## src/rtl/urv_writeback.sv

```systemverilog
// urv_writeback: completes execute results and memory ops, drives register-file write, bypass, stall, fault and instret.
module urv_writeback #(
  parameter int TIMEOUT   = 255,
  parameter int TIMEOUT_W = 8
) (
  input  logic        clk_i,
  input  logic        rst_i,
  input  logic        x_valid_i,
  input  logic [4:0]  x_rd_i,
  input  logic [31:0] x_rd_value_i,
  input  logic        x_rd_write_i,
  input  logic        x_load_i,
  input  logic        x_store_i,
  input  logic [2:0]  x_fun_i,
  input  logic [1:0]  x_dm_addr_i,
  input  logic [31:0] dm_data_l_i,
  input  logic        dm_load_done_i,
  input  logic        dm_store_done_i,
  output logic        w_stall_o,
  output logic [4:0]  rf_rd_o,
  output logic [31:0] rf_rd_value_o,
  output logic        rf_rd_write_o,
  output logic        bypass_rd_write_o,
  output logic [31:0] bypass_rd_value_o,
  output logic        w_fault_o,
  output logic [63:0] w_instret_o
);
  typedef enum logic {IDLE, WAIT_MEM} state_t;
  state_t state, state_nxt;
  logic [TIMEOUT_W-1:0] wcnt, wcnt_nxt;
  logic mem, done, abort, stall, rd_nz;
  logic [7:0] b;
  logic [15:0] h;
  logic [31:0] ld;
  assign mem   = x_valid_i & (x_load_i | x_store_i);
  assign done  = x_load_i ? dm_load_done_i : dm_store_done_i;
  assign abort = (TIMEOUT != 0) && state == WAIT_MEM && wcnt == TIMEOUT_W'(TIMEOUT) && !done;
  assign stall = mem & ~done & ~abort;
  assign rd_nz = x_rd_i != 5'd0;
  assign b     = dm_data_l_i[{x_dm_addr_i, 3'b000} +: 8];
  assign h     = x_dm_addr_i[1] ? dm_data_l_i[31:16] : dm_data_l_i[15:0];
  always_ff @(posedge clk_i or negedge rst_i) begin
    if (!rst_i) begin
      state       <= IDLE;
      wcnt        <= '0;
      w_fault_o   <= 1'b0;
      w_instret_o <= '0;
    end else begin
      state       <= state_nxt;
      wcnt        <= wcnt_nxt;
      w_fault_o   <= abort;
      w_instret_o <= w_instret_o + {63'd0, x_valid_i & ~stall};
    end
  end
  // wcnt counts cycles spent in WAIT_MEM; the first missed cycle in IDLE leaves it at zero
  always_comb begin
    state_nxt = stall ? WAIT_MEM : IDLE;
    wcnt_nxt  = (stall && state == WAIT_MEM) ? wcnt + 1'b1 : '0;
  end
  always_comb begin
    ld = x_fun_i == 3'b000 ? {{24{b[7]}}, b} :
         x_fun_i == 3'b100 ? {24'd0, b} :
         x_fun_i == 3'b001 ? {{16{h[15]}}, h} :
         x_fun_i == 3'b101 ? {16'd0, h} : dm_data_l_i;
    w_stall_o         = rst_i & stall;
    rf_rd_o           = rst_i ? x_rd_i : 5'd0;
    rf_rd_write_o     = rst_i & x_valid_i & rd_nz & (mem ? (x_load_i & done) : x_rd_write_i);
    rf_rd_value_o     = !rst_i ? 32'd0 : x_load_i ? ld : x_rd_value_i;
    bypass_rd_write_o = rst_i & x_valid_i & ~x_load_i & ~x_store_i & x_rd_write_i & rd_nz;
    bypass_rd_value_o = rst_i ? x_rd_value_i : 32'd0;
  end
endmodule
```

## config.mk

```make
export PLATFORM = sky130hd
export DESIGN_NAME = urv_writeback
export DESIGN_NICKNAME = d
export VERILOG_FILES = /design/src/rtl/urv_writeback.sv
export SDC_FILE = /design/constraint.sdc
export NUM_CORES = 1
export LEC_CHECK = 0
export ABC_AREA = 1
export CAP_MARGIN = 10
export CORE_MARGIN = 1.5
export CORE_UTILIZATION = 25
export CTS_CLUSTER_SIZE = 10
export DETAILED_ROUTE_END_ITERATION = 8
export HOLD_SLACK_MARGIN = 0.05
export SKIP_LAST_GASP = 1
export SYNTH_ARGS = -nofsm -noshare
export SYNTH_HDL_FRONTEND = slang
export SYNTH_SLANG_ARGS = --single-unit
export TNS_END_PERCENT = 1
```

## constraint.sdc

```tcl
create_clock -name clk_i -period 4.64 [get_ports clk_i]
set_input_delay 0.928 -clock clk_i [delete_from_list [all_inputs] [get_ports clk_i]]
set_output_delay 0.928 -clock clk_i [all_outputs]
set_load 0.05 [all_outputs]
```

Word-level counts from Yosys, hierarchy flattened
Cells that the tools add are included.
Widths: inputs -> output; s select.
{ "op_classes": {"add_sub_neg": 2, "n_eq_ne": 4, "n_shift": 1, "n_mux": 13, "bitwise_logic": 19, "reduce_logical": 6} }
{ "ops": {"columns": ["op", "n"], "rows": [
  ["$mux 32", 7],
  ["$add 64x1->64", 1],
  ["$shiftx 32x6->8", 1],
  ["$mux 16", 1],
  ["$and 1x1->1", 13],
  ["$add 8x1->8 const B", 1],
  ["$eq 8x8->1 const B", 1],
  ["$mux 8", 1],
  ["$eq 3x3->1 const B", 2],
  ["$mux 5", 1],
  ["$not 1->1", 5],
  ["$reduce_bool 5->1", 1],
  ["$eq 3x1->1 const B", 1],
  ["$logic_and 1x1->1", 3],
  ["$logic_not 3->1", 1],
  ["$mux 1", 3],
  ["$logic_not 1->1", 1],
  ["$or 1x1->1", 1]
]} }
{ "totals": {"register_bits": 74, "output_inout_bits": 137} }

Logic depth before layout (Yosys ltp)
{ "logic_depth": {"ltp_word": 8, "ltp_mapped": 19} }

Worst setup path after synthesis
Ideal clock, no wire load.
{ "synth_path": {"path_kind": "input to output", "startpoint": "input rst_i", "endpoint": "output bypass_rd_write_o", "t_arrival_ps": 2958, "t_required_ps": 3712, "slack_ps": 754, "path_stages": 4, "cell_sequence": "clkbuf_1 -> clkbuf_1 -> nand3_1 -> nor4_1"} }
{ "synth_via": {"elab_chain_len": 5} }
{ "synth_lines": {"columns": ["item", "line_no", "rtl"], "rows": [
  ["from (decl)", "7", "input logic rst_i,"],
  ["$and 1x1->1 (5 in a row)", "69", "bypass_rd_write_o = rst_i & x_valid_i & ~x_load_i & ~x_store_i & x_rd_write_i & rd_nz;"],
  ["to (decl)", "23", "output logic bypass_rd_write_o,"]
]} }
Every way passes these cells.

Worst setup path in the final report
{ "layout_path": {"startpoint": "input x_dm_addr_i[1]", "endpoint": "output rf_rd_value_o[5]"} }
{ "layout_via": {"elab_chain_len": 7} }
{ "layout_lines": {"columns": ["item", "line_no", "rtl"], "rows": [
  ["from (decl)", "15", "input logic [1:0] x_dm_addr_i,"],
  ["branches (longest 4 deep; another with $shiftx 32x6->8)", null, null],
  ["$mux 32 (*)", "61", "ld = x_fun_i == 3'b000 ? {{24{b[7]}}, b} :"],
  ["$mux 32 (*) (2 in a row)", "68", "rf_rd_value_o = !rst_i ? 32'd0 : x_load_i ? ld : x_rd_value_i;"],
  ["to (decl)", "21", "output logic [31:0] rf_rd_value_o,"]
]} }
Every way passes the cells marked *.

==> results.json <==
{
  "clkLatencyLatePin_ps": 340,
  "cp-start-kind": "input port",
  "start_util_pct": 25.6,
  "drt-total-wl_mm": 24.1,
  "dieWidth_um": 156,
  "post-cts-setup-buffers": 0,
  "synth_area_sq_um": 5860,
  "clock-sinks": 74,
  "antenna_found_initial": 1,
  "stdcell_count": 1504,
  "end_kind": "output port",
  "fin_tns_setup_ps": 0,
  "cts_tree": "built",
  "critPathArrivalTime_ps": 3230,
  "ant_nets": 0,
  "fin_crit_sh_pct": 89.5,
  "fp-row-count": 55,
  "crit_type": "in2out",
  "vias": 6847,
  "final.min_clock_period_ps": 4150,
  "grt_pass1_wl_mm": 37.0,
  "cts_resized": 0,
  "yosysMostFrequentCell": "nand2_1",
  "synth_flop_cell": "dfrtp_1",
  "r2r_start": "wcnt[0]",
  "ctsHtreeMaxLevel": 3,
  "drive_gt1_share_pct": 8.48,
  "min_path_cells": 1,
  "synthArstFlopShare_pct": 100,
  "cap_violations": 0,
  "fin_nets": 1271,
  "dp_hpwl_mm": 20.2,
  "netlist_top_cells_area": "dfrtp_1, nand2_1, nor2_1, inv_1, nand3_1",
  "clock-root-buffer": "clkbuf_16",
  "peakVddDrop_mv": 0.165,
  "ys_types": 31,
  "worstMarginPinSlew_ps": 610,
  "max_freq_ghz": 0.241,
  "syn_inst": 971,
  "pwr_density_cell_nw_per_um2": 240,
  "pin_count": 219,
  "postCtsHoldBufs": 0,
  "reg2reg_depth": 15,
  "drtIter0Drc": 310,
  "dp.cells": 1488,
  "min_to": "wcnt[0]",
  "power_leakage_nw": 3.78,
  "grt_max_degree": 39,
  "area_growth_pct": 46.8,
  "clk_pin_slew_ps": 60,
  "rsz0062_at_grt": "no",
  "nFillCells": 2529,
  "yosys.area.top_type_share_pct": 31.6,
  "synth_warnings": 0,
  "grt_pass1_vias": 6830,
  "cts-buffers-inserted": 9,
  "relSlewSlack_pct": 59.2,
  "hold_class": "reg2reg",
  "worstPathMaxFanout": 12,
  "hold_start": "wcnt[0]",
  "worstReg2RegEnd": "w_instret_o[32]",
  "setup_viol": 0,
  "routedWlPerCell_um": 16.0,
  "syn_nets": 1056,
  "synth_edf_count": 0,
  "core_area_sq_um": 22800,
  "finalHoldViolCount": 0,
  "maxSlewViolCount": 0,
  "track_usage_pct": 20.1,
  "numPortBuffers": 218,
  "vias_per_cell": 4.55,
  "globalplace.congestion": 0.958,
  "required_ps": 3710,
  "diodes": 0,
  "synth_top_cell_by_area": "dfrtp_1",
  "die_h_um": 156,
  "clockBufferDepth": 2,
  "drcViolationCount": 0,
  "grt-ovfl-total": 0,
  "rrSetupSlack_ps": 1930,
  "synth_commonest_cells": "nand2_1, nor2_1, inv_1",
  "firstDrtPassIters": 4,
  "skew_ps": 8.42,
  "yosysSeqAreaShare_pct": 31.6,
  "die-area_sq_um": 24400,
  "outcome": "finished, final reports clean",
  "syn_area_per_cell_sq_um": 6.03,
  "ys_ff_latch": 74
}
flip-flops by register name, indices dropped and copies added (netlist names):
register / cells
state: 1
w_instret_o: 64
w_fault_o: 1
wcnt: 8
per-stage QoR:
| step | worst slack [ps] | utilization [%] | cell area (sq um) | power (mW) | hold WS (ps) |
|---|---|---|---|---|---|
| 4_1_cts | 488 | 37.6 | 8600 | 2.09 | 459 |
| 6_report | 486 | 37.6 | 8600 | 2.07 | 455 |
| 2_1_floorplan | 754 | - | 5860 | 1.13 | 433 |
| 3_3_place_gp | 517 | 36.4 | 8310 | 1.42 | 453 |
| 5_1_grt | 315 | 37.6 | 8600 | 2.16 | 519 |
| 3_5_place_dp | 493 | 36.4 | 8310 | 1.42 | 451 |
worst max path at each step:
stage          cells after the start                end            from  slack [ps]
3_3_place_gp                       8   rf_rd_value_o[7]  x_dm_addr_i[1]         520
4_1_cts                            8   rf_rd_value_o[5]  x_dm_addr_i[1]         490
3_5_place_dp                       8   rf_rd_value_o[5]  x_dm_addr_i[1]         490
6_report                           8   rf_rd_value_o[5]  x_dm_addr_i[1]         490
2_1_floorplan                      4  bypass_rd_write_o           rst_i         750
5_1_grt                            8   rf_rd_value_o[7]  x_dm_addr_i[1]         310
logic make-up after synthesis:
family / count (synthesis) / synth area share [%]
AO/OA/AOI/OAI: 78 / 7.28
XOR/XNOR: 33 / 4.93
adder cells (fa/ha/maj): 3 / 0.641
buffers and inverters: 133 / 9.16
flip-flops: 74 / 31.6
AND/OR/NAND/NOR: 650 / 46.4
critical path, cell delays in order:
cell	delay [ps]
clkdlybuf4s50_1	780
inv_4	160
nor2_4	190
nand2_1	70
nand3_1	70
nand3_1	80
o21ai_0	90
clkdlybuf4s50_1	840
where the power goes:
group | total [mW] | internal, mW | switching, mW | leakage (nW)
clock network | 0.669 | 0.391 | 0.278 | 0.139
registers | 0.710 | 0.672 | 0.0376 | 1.02
logic | 0.687 | 0.232 | 0.455 | 2.62
metal layers:
metal / part of all wire (%) / global-route usage, % / vias up
met3: 8.7 / 5.14 / 35
li1: - / - / 3439
met1: 40 / 23.0 / 3097
met4: 2.9 / 7.66 / 0
met2: 48 / 35.7 / 276
met5: 0 / 0 / -
final cells by class:
type                    count  area [sq um]  share of cell area, %
inverters                 110           418                   4.86
clock inverters             4          26.3                  0.306
flip-flops and latches     74          1850                   21.5
clock buffers              12           256                   2.98
repair buffers            227          2180                   25.4
multi-input cells         764          3470                   40.3
well taps                 313           392                   4.56
layout by cell type (no fill, tap or decap):
master / instances
inv_4: 2
clkbuf_1: 1
nand4_1: 15
nor2_2: 11
nand2_4: 1
clkinv_2: 2
nand2_1: 392
clkinv_4: 1
dfrtp_1: 74
buf_4: 39
clkinvlp_4: 1
clkbuf_16: 9
o21ai_2: 1
nor3_1: 3
a21oi_1: 7
nand3_2: 1
clkbuf_8: 2
inv_1: 102
nor2_1: 146
nor3b_1: 4
nor4_1: 1
inv_2: 6
nand3b_1: 1
a21oi_4: 1
nand2_2: 12
nand3_1: 53
nor2_4: 10
a21boi_2: 1
o21ai_0: 38
ha_1: 3
xor2_1: 12
xnor2_1: 21
o211ai_1: 6
buf_12: 1
o21ai_1: 24
clkdlybuf4s50_1: 187
(Power assumes the default switching activity.)
